### src/rtl/drive_phase_pkg.sv
`default_nettype none
// +--------------------------------------------------------------------------+
// | drive_phase_pkg                                                          |
// | Shared constants, types and helpers for the drive PHI2 phase generator.  |
// |                                                                          |
// | Contents:                                                                |
// |   DEF_HW / DEF_CW   default half-length field and cycle counter widths   |
// |   DEF_HALF_LEN      reset half-period (1 MHz drive at a 16-ce period)    |
// |   FAST_HALF_LEN     half-period for the 2 MHz drive mode                 |
// |   phase_evt_t       registered strobe pair of one channel                |
// |   clamp_half_len    maps a programmed half-length of 0 to 1              |
// |                                                                          |
// | Revision: 1.0 - initial release                                          |
// +--------------------------------------------------------------------------+
package drive_phase_pkg;

  localparam int DEF_HW        = 4;
  localparam int DEF_CW        = 32;
  localparam int DEF_HALF_LEN  = 8;
  localparam int FAST_HALF_LEN = 4;

  // Registered strobe pair: start and end of the PHI2 high half.
  typedef struct packed {
    logic rise;
    logic fall;
  } phase_evt_t;

  // A half-period of zero ce pulses cannot exist; the shortest legal one is 1.
  function automatic int unsigned clamp_half_len(input int unsigned raw);
    return (raw == 0) ? 1 : raw;
  endfunction

endpackage
`default_nettype wire

### src/rtl/drive_phase_chan.sv
`default_nettype none
// +--------------------------------------------------------------------------+
// | drive_phase_chan                                                         |
// | One drive phase channel: ce counter, active half length, cycle-aligned   |
// | pause, registered PHI2 rise/fall strobes and a completed-cycle counter.  |
// |                                                                          |
// | Ports:                                                                   |
// |   clk, reset   system clock, synchronous active-high reset               |
// |   ce           base clock-enable, the divider advances only on ce        |
// |   resync       restart this channel at phase 0                           |
// |   pause        pause request (level)                                     |
// |   half_len     half-period in ce pulses (0 behaves as 1)                 |
// |   p2_h_r       one-clk strobe, start of PHI2 high                        |
// |   p2_h_f       one-clk strobe, end of PHI2 high                          |
// |   paused       channel is halted for the current cycle                   |
// |   cycles       completed PHI2 cycles, wrapping                           |
// |                                                                          |
// | Revision: 1.0 - initial release                                          |
// +--------------------------------------------------------------------------+
module drive_phase_chan
  import drive_phase_pkg::*;
#(
  parameter int HW = DEF_HW,
  parameter int CW = DEF_CW
) (
  input  logic          clk,
  input  logic          reset,
  input  logic          ce,
  input  logic          resync,
  input  logic          pause,
  input  logic [HW-1:0] half_len,
  output logic          p2_h_r,
  output logic          p2_h_f,
  output logic          paused,
  output logic [CW-1:0] cycles
);

  // cnt runs 0..2L-1, so it needs one bit more than the half length.
  logic [HW:0]   cnt_q, cnt_d;
  logic [HW-1:0] len_q, len_d;
  logic          halted_q, halted_d;
  logic          pause_q, pause_d;
  phase_evt_t    evt_q, evt_d;
  logic [CW-1:0] cycles_q, cycles_d;

  logic [HW-1:0] len_load;
  logic [HW:0]   last_cnt;
  logic          at_rise;
  logic          at_fall;
  logic          at_last;

  assign len_load = HW'(clamp_half_len(32'(half_len)));
  assign last_cnt = {len_q, 1'b0} - (HW+1)'(1);
  assign at_rise  = (cnt_q == '0);
  assign at_fall  = (cnt_q == {1'b0, len_q});
  assign at_last  = (cnt_q == last_cnt);

  always_comb begin
    cnt_d    = cnt_q;
    len_d    = len_q;
    halted_d = halted_q;
    pause_d  = pause;
    evt_d    = '0;
    cycles_d = cycles_q;

    if (resync) begin
      // Restart at phase 0; a pending fall of the interrupted cycle is
      // dropped, so it never reaches cycles. halted is deliberately kept.
      cnt_d = '0;
      len_d = len_load;
    end else if (ce) begin
      if (at_last) begin
        // Half length only changes at a cycle boundary, so no half-cycle is
        // ever shortened or stretched by a reprogramming.
        cnt_d = '0;
        len_d = len_load;
      end else begin
        cnt_d = cnt_q + (HW+1)'(1);
      end

      // The pause decision is taken once per cycle, at its first ce; the
      // counter keeps running while halted so phase is preserved.
      if (at_rise) begin
        halted_d   = pause_q;
        evt_d.rise = ~pause_q;
      end

      // Rise and fall positions never coincide because L >= 1, so halted_q
      // here is the decision made at the start of this same cycle.
      if (at_fall) begin
        evt_d.fall = ~halted_q;
      end

      if (evt_d.fall) begin
        cycles_d = cycles_q + CW'(1);
      end
    end
  end

  always_ff @(posedge clk) begin
    if (reset) begin
      cnt_q    <= '0;
      len_q    <= HW'(DEF_HALF_LEN);
      halted_q <= 1'b0;
      pause_q  <= 1'b0;
      evt_q    <= '0;
      cycles_q <= '0;
    end else begin
      cnt_q    <= cnt_d;
      len_q    <= len_d;
      halted_q <= halted_d;
      pause_q  <= pause_d;
      evt_q    <= evt_d;
      cycles_q <= cycles_d;
    end
  end

  assign p2_h_r = evt_q.rise;
  assign p2_h_f = evt_q.fall;
  assign paused = halted_q;
  assign cycles = cycles_q;

endmodule
`default_nettype wire

### src/rtl/drive_phase_gen.sv
`default_nettype none
// +--------------------------------------------------------------------------+
// | drive_phase_gen                                                          |
// | Multi-channel drive PHI2 phase generator. Derives per-drive rise/fall    |
// | half-cycle strobes from the system clock-enable, each channel with its   |
// | own runtime-programmable half-period, pause and cycle counter.           |
// |                                                                          |
// | Ports:                                                                   |
// |   clk, reset   system clock, synchronous active-high reset               |
// |   ce           base clock-enable shared by all channels                  |
// |   resync       restarts every channel at phase 0 on the same clk         |
// |   pause        [CHANNELS] per-channel pause request                      |
// |   half_len     [CHANNELS*HW] per-channel half-period, channel 0 in LSBs  |
// |   p2_h_r       [CHANNELS] start-of-PHI2-high strobes                     |
// |   p2_h_f       [CHANNELS] end-of-PHI2-high strobes                       |
// |   paused       [CHANNELS] channel halted for the current cycle           |
// |   cycles       [CHANNELS*CW] completed PHI2 cycles, channel 0 in LSBs    |
// |                                                                          |
// | Revision: 1.0 - initial release                                          |
// +--------------------------------------------------------------------------+
module drive_phase_gen
  import drive_phase_pkg::*;
#(
  parameter int CHANNELS = 1,
  parameter int HW       = DEF_HW,
  parameter int CW       = DEF_CW
) (
  input  logic                   clk,
  input  logic                   reset,
  input  logic                   ce,
  input  logic                   resync,
  input  logic [CHANNELS-1:0]    pause,
  input  logic [CHANNELS*HW-1:0] half_len,
  output logic [CHANNELS-1:0]    p2_h_r,
  output logic [CHANNELS-1:0]    p2_h_f,
  output logic [CHANNELS-1:0]    paused,
  output logic [CHANNELS*CW-1:0] cycles
);

  // resync goes to every channel unregistered so all of them restart on the
  // same clk and their next rise strobes line up exactly.
  generate
    for (genvar ch = 0; ch < CHANNELS; ch++) begin : g_chan
      drive_phase_chan #(
        .HW (HW),
        .CW (CW)
      ) u_chan (
        .clk      (clk),
        .reset    (reset),
        .ce       (ce),
        .resync   (resync),
        .pause    (pause[ch]),
        .half_len (half_len[ch*HW +: HW]),
        .p2_h_r   (p2_h_r[ch]),
        .p2_h_f   (p2_h_f[ch]),
        .paused   (paused[ch]),
        .cycles   (cycles[ch*CW +: CW])
      );
    end
  endgenerate

endmodule
`default_nettype wire

### config.mk
export PLATFORM = sky130hd
export DESIGN_NAME = drive_phase_gen
export DESIGN_NICKNAME = d
export VERILOG_FILES = /design/src/rtl/drive_phase_pkg.sv /design/src/rtl/drive_phase_chan.sv /design/src/rtl/drive_phase_gen.sv
export SDC_FILE = /design/constraint.sdc
export NUM_CORES = 1
export LEC_CHECK = 0
export CORE_ASPECT_RATIO = 0.75
export CORE_MARGIN = 5
export CORE_UTILIZATION = 35
export CTS_CLUSTER_DIAMETER = 60
export DETAILED_ROUTE_END_ITERATION = 8
export PLACE_DENSITY = 0.55
export SLEW_MARGIN = 20
export SYNTH_ARGS = -nofsm -noshare
export SYNTH_HDL_FRONTEND = slang
export SYNTH_SLANG_ARGS = --single-unit
### constraint.sdc
create_clock -name clk -period 5.37 [get_ports clk]
set_clock_uncertainty 0.05 [all_clocks]
set_input_delay 1.074 -clock clk [delete_from_list [all_inputs] [get_ports clk]]
set_output_delay 1.074 -clock clk [all_outputs]
set_load 0.01 [all_outputs]
# ---- After elaboration in Yosys (flattened, before gate mapping)
# Index checks and enable logic that the tools add are counted.
dict set report classes {
  addsub 3
  eq_ne 2
  mux 8
  bitwise_logic 5
  n_reduce_logical 10
}
# operator count
set ops {}
lappend ops {{adder 32 x 1 -> 32 bit (second input constant)} 1}
lappend ops {{2-to-1 mux 4 bit} 4}
lappend ops {{AND reduction 3 bit} 2}
lappend ops {{adder 5 x 1 -> 5 bit (second input constant)} 1}
lappend ops {{equality test 5 x 4 -> 1 bit} 1}
lappend ops {{equality test 5 bit} 1}
lappend ops {{logical NOT 5 bit} 1}
lappend ops {{2-to-1 mux 5 bit} 1}
lappend ops {{inverter 1 bit} 5}
lappend ops {{subtractor 5 x 1 -> 5 bit (second input constant)} 1}
lappend ops {{logical NOT 4 bit} 1}
lappend ops {{nonzero test 2 bit} 2}
lappend ops {{OR reduction 4 bit} 1}
lappend ops {{2-to-1 mux 1 bit} 3}
lappend ops {{OR reduction 3 bit} 1}
lappend ops {{AND reduction 2 bit} 1}
lappend ops {{OR reduction 2 bit} 1}
dict set report totals {
  register_bits 45
  input_bits 9
  output_inout_bits 35
  elab_cells 35
}

# ---- Logic depth before layout (Yosys ltp)
dict set report logic_depth {
  depth_word 5
  mapped_depth 7
  ltp_nobuf 6
}

# ---- Least setup slack after synthesis
# Ideal clock, no wire load.
dict set report synth_timing {
  path_kind {in2reg}
  from {in ce}
  to {reg g_chan[0].u_chan.cycles_q[18]}
  setup_time_ns 0.121
  arrival_time_ns 2.322
  required_time_ns 5.199
  setup_slack_ns 2.877
  path_stages 6
  n_path_buf 2
  path_cell_list {buf_4 > nor3b_4 > nand3_4 > buf_6 > nor4_1 > mux2_2}
}
dict set report synth_between {
  elab_chain_len 1
}
# element line
set synth_lines {}
lappend synth_lines {{from (decl)} drive_phase_gen.sv:30} ;# input logic ce,
lappend synth_lines {{AND reduction 3 bit (no line)} --}
lappend synth_lines {{to (signal assigned)} drive_phase_chan.sv:114} ;# cycles_q <= cycles_d;
lappend synth_lines {{to (decl)} drive_phase_chan.sv:44} ;# logic [CW-1:0] cycles_q, cycles_d;
# No other way between the ends.
# A chain may end at the register's enable or synchronous reset.

# ---- Worst setup path after layout
dict set report layout_timing {
  from {in ce}
  to {reg g_chan[0].u_chan.cycles_q[30]}
}
# The elaborated chain is that of the path after synthesis.

==> impl_results.md <==
* Status: complete, no violations
* Via count of the first global-routing pass at approximately 2100
* Area growth, synth to finish at 19.9%
* Antenna diode count at 0
* Top achievable clock speed at approximately 320 MHz
* Remaining design rule violation count at 0
* Yosys cell types at 42
* Total number of placement rows at 27
* Placed wire-length estimate at 4050 um
* Clock buffer depth at 2
* # IOs at 44
* Synthesis-stage register bit count at 45
* TritonCTS clock tree: built
* Critical path start-end classification: primary input to register
* Detailed router's first-iteration violation count at 79
* Required time of the critical path at roughly 5500 ps
* Via Count at 2215
* Area of the core region at 0.00730 mm^2
* Post-layout instance area at 0.00312 mm^2
* Worst path slowest cell: sky130_fd_sc_hd__clkdlybuf4s50_1
* Quantity of I/O buffers inserted on ports at 43
* Total count of hold-check failures in the final report at 0
* CTS Root Cell: sky130_fd_sc_hd__clkbuf_8
* Area enclosed by the die boundary at 0.00926 mm^2
* Last weighted congestion value of the routability-driven placer at around 0.77
* Total negative setup slack at 0 ps
* Worst setup EP type: register
* Hold WC Path Type: register to register
* Post-Syn Area at 0.00260 mm^2
* GRT Residual Overflow at 0
* Average size of a mapped cell at 8.84 um^2
* Later-pin clock latency in the skew report at 300 ps
* Pin count of the biggest net entering global routing at between 60 and 70
* Dominant register cell in the synthesized netlist: sky130_fd_sc_hd__dfxtp_1
* Maxcap violations at 0
* Critical Path Fanout Max at 44
* Via-per-instance ratio at 5.24
* Post-synth EDFFs at 0
* Floorplan die width at 109 um
* Number of iterations in the first detailed-routing pass at 4
* Leakage power of the design at 1.09 nW
* Setup Viol. Count Final at 0
* Final Routed Wirelength at 6000 um
* Vertical die dimension at between 80 and 90 um
* Fraction of layout cells with a size suffix above 1 at 0.106
* Slew Limit Fails at 0
* Cell chain of the critical path: clkdlybuf4s50_1, nor3b_4, nand3_4, nor4_1, mux2_2
* Syn Inst Count at just under 300
* Minimum clock period at 3110 ps
* Final net count at 335
* First-pass GRT wire length at between 10000 and 15000 um
* Tightest slew margin relative to the limit at 0.320
* Sequential fraction of the synthesis area at 0.347
* DRT antenna net count at 0
* Number of antenna violations at the first check in global routing at 0
* Warning count from the yosys run at 0
* Power density cells at 200 mW/mm^2
* Cell area after placement at around 0.003 mm^2
* Peak supply drop at just under 0.1 mV
* Fraction of synthesis flops using an asynchronous set or reset pin at 0
* Startpoint Class: primary input
* Syn_nets at 307
* Arrival @ worst endpoint at 3240 ps
* Number of hold buffers added after CTS at 0
* Routed wire length per instance at 14.2 um
* Number of setup buffers added after CTS at 0
* RSZ-0062 raised after global routing: no
* Clock buffers created by TritonCTS at 5
* CTS sink cnt at 45
* Clock edge transition at the registers on the reported setup and hold paths at roughly 80 ps
* H-Tree Depth at 2
* Number of gates resized after CTS at 0
* Effective utilization at floorplan at 0.356
* Portion of the clock cycle consumed by the worst path in the final layout at 0.579
* Largest incremental delay on the critical path at 620 ps
* Slew at the pin with the worst max-slew slack at 1020 ps
* Gr usage total at 0.137
[state kept, by name (all words and copies together), names as in the netlist]
name / flops
g_chan.u_chan.cycles: 32
g_chan.u_chan.cnt_q: 5
g_chan.u_chan.len_q: 4
g_chan.u_chan.p2_h_f: 1
g_chan.u_chan.p2_h_r: 1
g_chan.u_chan.pause_q: 1
g_chan.u_chan.paused: 1
[report_power, final]
group | leakage, nW | internal [W] | total [W] | switching, W
registers | 0.364 | 0.000338 | 0.000343 | 0.00000531
logic | 0.681 | 0.0000249 | 0.0000654 | 0.0000406
clock network | 0.0443 | 0.000102 | 0.000213 | 0.000111
[cells in the final DEF (no fill, tap or decap), types with 4 or more instances in the layout]
| cell | netlist | final |
|---|---|---|
| sky130_fd_sc_hd__nor3_1 | 8 | 8 |
| sky130_fd_sc_hd__clkbuf_8 | 0 | 6 |
| sky130_fd_sc_hd__and4_1 | 6 | 6 |
| sky130_fd_sc_hd__inv_1 | 13 | 13 |
| sky130_fd_sc_hd__mux2_1 | 10 | 10 |
| sky130_fd_sc_hd__nand3_1 | 14 | 14 |
| sky130_fd_sc_hd__nor2_1 | 30 | 30 |
| sky130_fd_sc_hd__xnor2_1 | 7 | 7 |
| sky130_fd_sc_hd__nand4_1 | 8 | 8 |
| sky130_fd_sc_hd__or2_2 | 6 | 6 |
| sky130_fd_sc_hd__o311ai_0 | 5 | 5 |
| sky130_fd_sc_hd__mux2_2 | 11 | 11 |
| sky130_fd_sc_hd__nor4_1 | 15 | 15 |
| sky130_fd_sc_hd__ha_1 | 4 | 4 |
| sky130_fd_sc_hd__a21oi_1 | 4 | 4 |
| sky130_fd_sc_hd__clkdlybuf4s50_1 | 0 | 42 |
| sky130_fd_sc_hd__and3_1 | 4 | 4 |
| sky130_fd_sc_hd__o21ai_0 | 5 | 5 |
| sky130_fd_sc_hd__dfxtp_1 | 45 | 45 |
| sky130_fd_sc_hd__nor2b_1 | 21 | 21 |
| sky130_fd_sc_hd__o41ai_1 | 7 | 7 |
| sky130_fd_sc_hd__xor2_1 | 5 | 5 |
| sky130_fd_sc_hd__nor4_2 | 4 | 4 |
| sky130_fd_sc_hd__nand2_1 | 10 | 10 |
[critical path, delay by kind of cell]
family / cells / cell delay, ps
buffers and inverters: 1 / 620
muxes: 1 / 370
and+or+nand+nor: 3 / 1160
[through the flow]
step | total power (W) | util | cells | hold slack (ps) | setup WS [ps]
after floorplan | 0.000401 | - | 294 | 351 | 2880
after global placement | 0.000415 | 0.415 | 416 | 363 | 1990
after detailed placement | 0.000416 | 0.415 | 416 | 375 | 1940
after CTS | 0.000629 | 0.427 | 423 | 388 | 2260
after global routing | 0.000658 | 0.427 | 423 | 402 | 2110
final | 0.000622 | 0.427 | 423 | 386 | 2260
[cells in the mapped netlist (4+ instances only)]
| master | instances | area, um^2 |
|---|---|---|
| sky130_fd_sc_hd__and4_1 | 6 | 52.6 |
| sky130_fd_sc_hd__or2_2 | 6 | 37.5 |
| sky130_fd_sc_hd__o311ai_0 | 5 | 43.8 |
| sky130_fd_sc_hd__o41ai_1 | 7 | 61.3 |
| sky130_fd_sc_hd__nor3_1 | 8 | 40.0 |
| sky130_fd_sc_hd__inv_1 | 13 | 48.8 |
| sky130_fd_sc_hd__o21ai_0 | 5 | 25.0 |
| sky130_fd_sc_hd__nor2_1 | 30 | 113 |
| sky130_fd_sc_hd__buf_2 | 9 | 45.0 |
| sky130_fd_sc_hd__nor4_1 | 15 | 93.8 |
| sky130_fd_sc_hd__dfxtp_1 | 45 | 901 |
| sky130_fd_sc_hd__nor2b_1 | 21 | 131 |
| sky130_fd_sc_hd__clkbuf_1 | 9 | 33.8 |
| sky130_fd_sc_hd__xnor2_1 | 7 | 61.3 |
| sky130_fd_sc_hd__and3_1 | 4 | 25.0 |
| sky130_fd_sc_hd__nand3_1 | 14 | 70.1 |
| sky130_fd_sc_hd__xor2_1 | 5 | 43.8 |
| sky130_fd_sc_hd__nand4_1 | 8 | 50.1 |
| sky130_fd_sc_hd__nand2_1 | 10 | 37.5 |
| sky130_fd_sc_hd__mux2_1 | 10 | 113 |
| sky130_fd_sc_hd__nor4_2 | 4 | 50.1 |
| sky130_fd_sc_hd__ha_1 | 4 | 50.1 |
| sky130_fd_sc_hd__a21oi_1 | 4 | 20.0 |
| sky130_fd_sc_hd__mux2_2 | 11 | 124 |
[routing by layer]
layer	routed length, um	global-route usage	vias to the layer above
li1	-	-	1130
met1	3030	0.193	1047
met2	2630	0.205	33
met3	290	0.0392	5
met4	53	0.0362	0
met5	0	0	-
[path summary, 6_finish.rpt]
kind | slack, ps | to | from | depth (start not counted)
max | 2260 | g_chan[0].u_chan.cycles[30] | ce | 5
min | 390 | g_chan[0].u_chan.p2_h_r | g_chan[0].u_chan.pause_q | 1
max reg2reg | 2820 | g_chan[0].u_chan.cycles[23] | g_chan[0].u_chan.cnt_q[2] | 4
min reg2reg | 390 | g_chan[0].u_chan.p2_h_r | g_chan[0].u_chan.pause_q | 1
[cells by family (layout without fill, tap and decap cells)]
logic type / count (synthesis) / after routing / share of synthesized area
simple gates: 141 / 141 / 0.323
compound gates: 32 / 32 / 0.0944
flops: 45 / 45 / 0.347
mux: 23 / 23 / 0.0987
fa+ha+maj: 4 / 4 / 0.0193
xor+xnor: 14 / 14 / 0.0530
buf+inv: 35 / 63 / 0.0650
[area by class of cell]
type | instances | area (um^2)
Fill cell | 756 | 4180
Multi-Input combinational cell | 214 | 1530
Sequential cell | 45 | 901
Timing Repair Buffer | 43 | 425
Tap cell | 101 | 126
Clock buffer | 7 | 86.3
Inverter | 13 | 48.8
(Power assumes the default switching activity.)
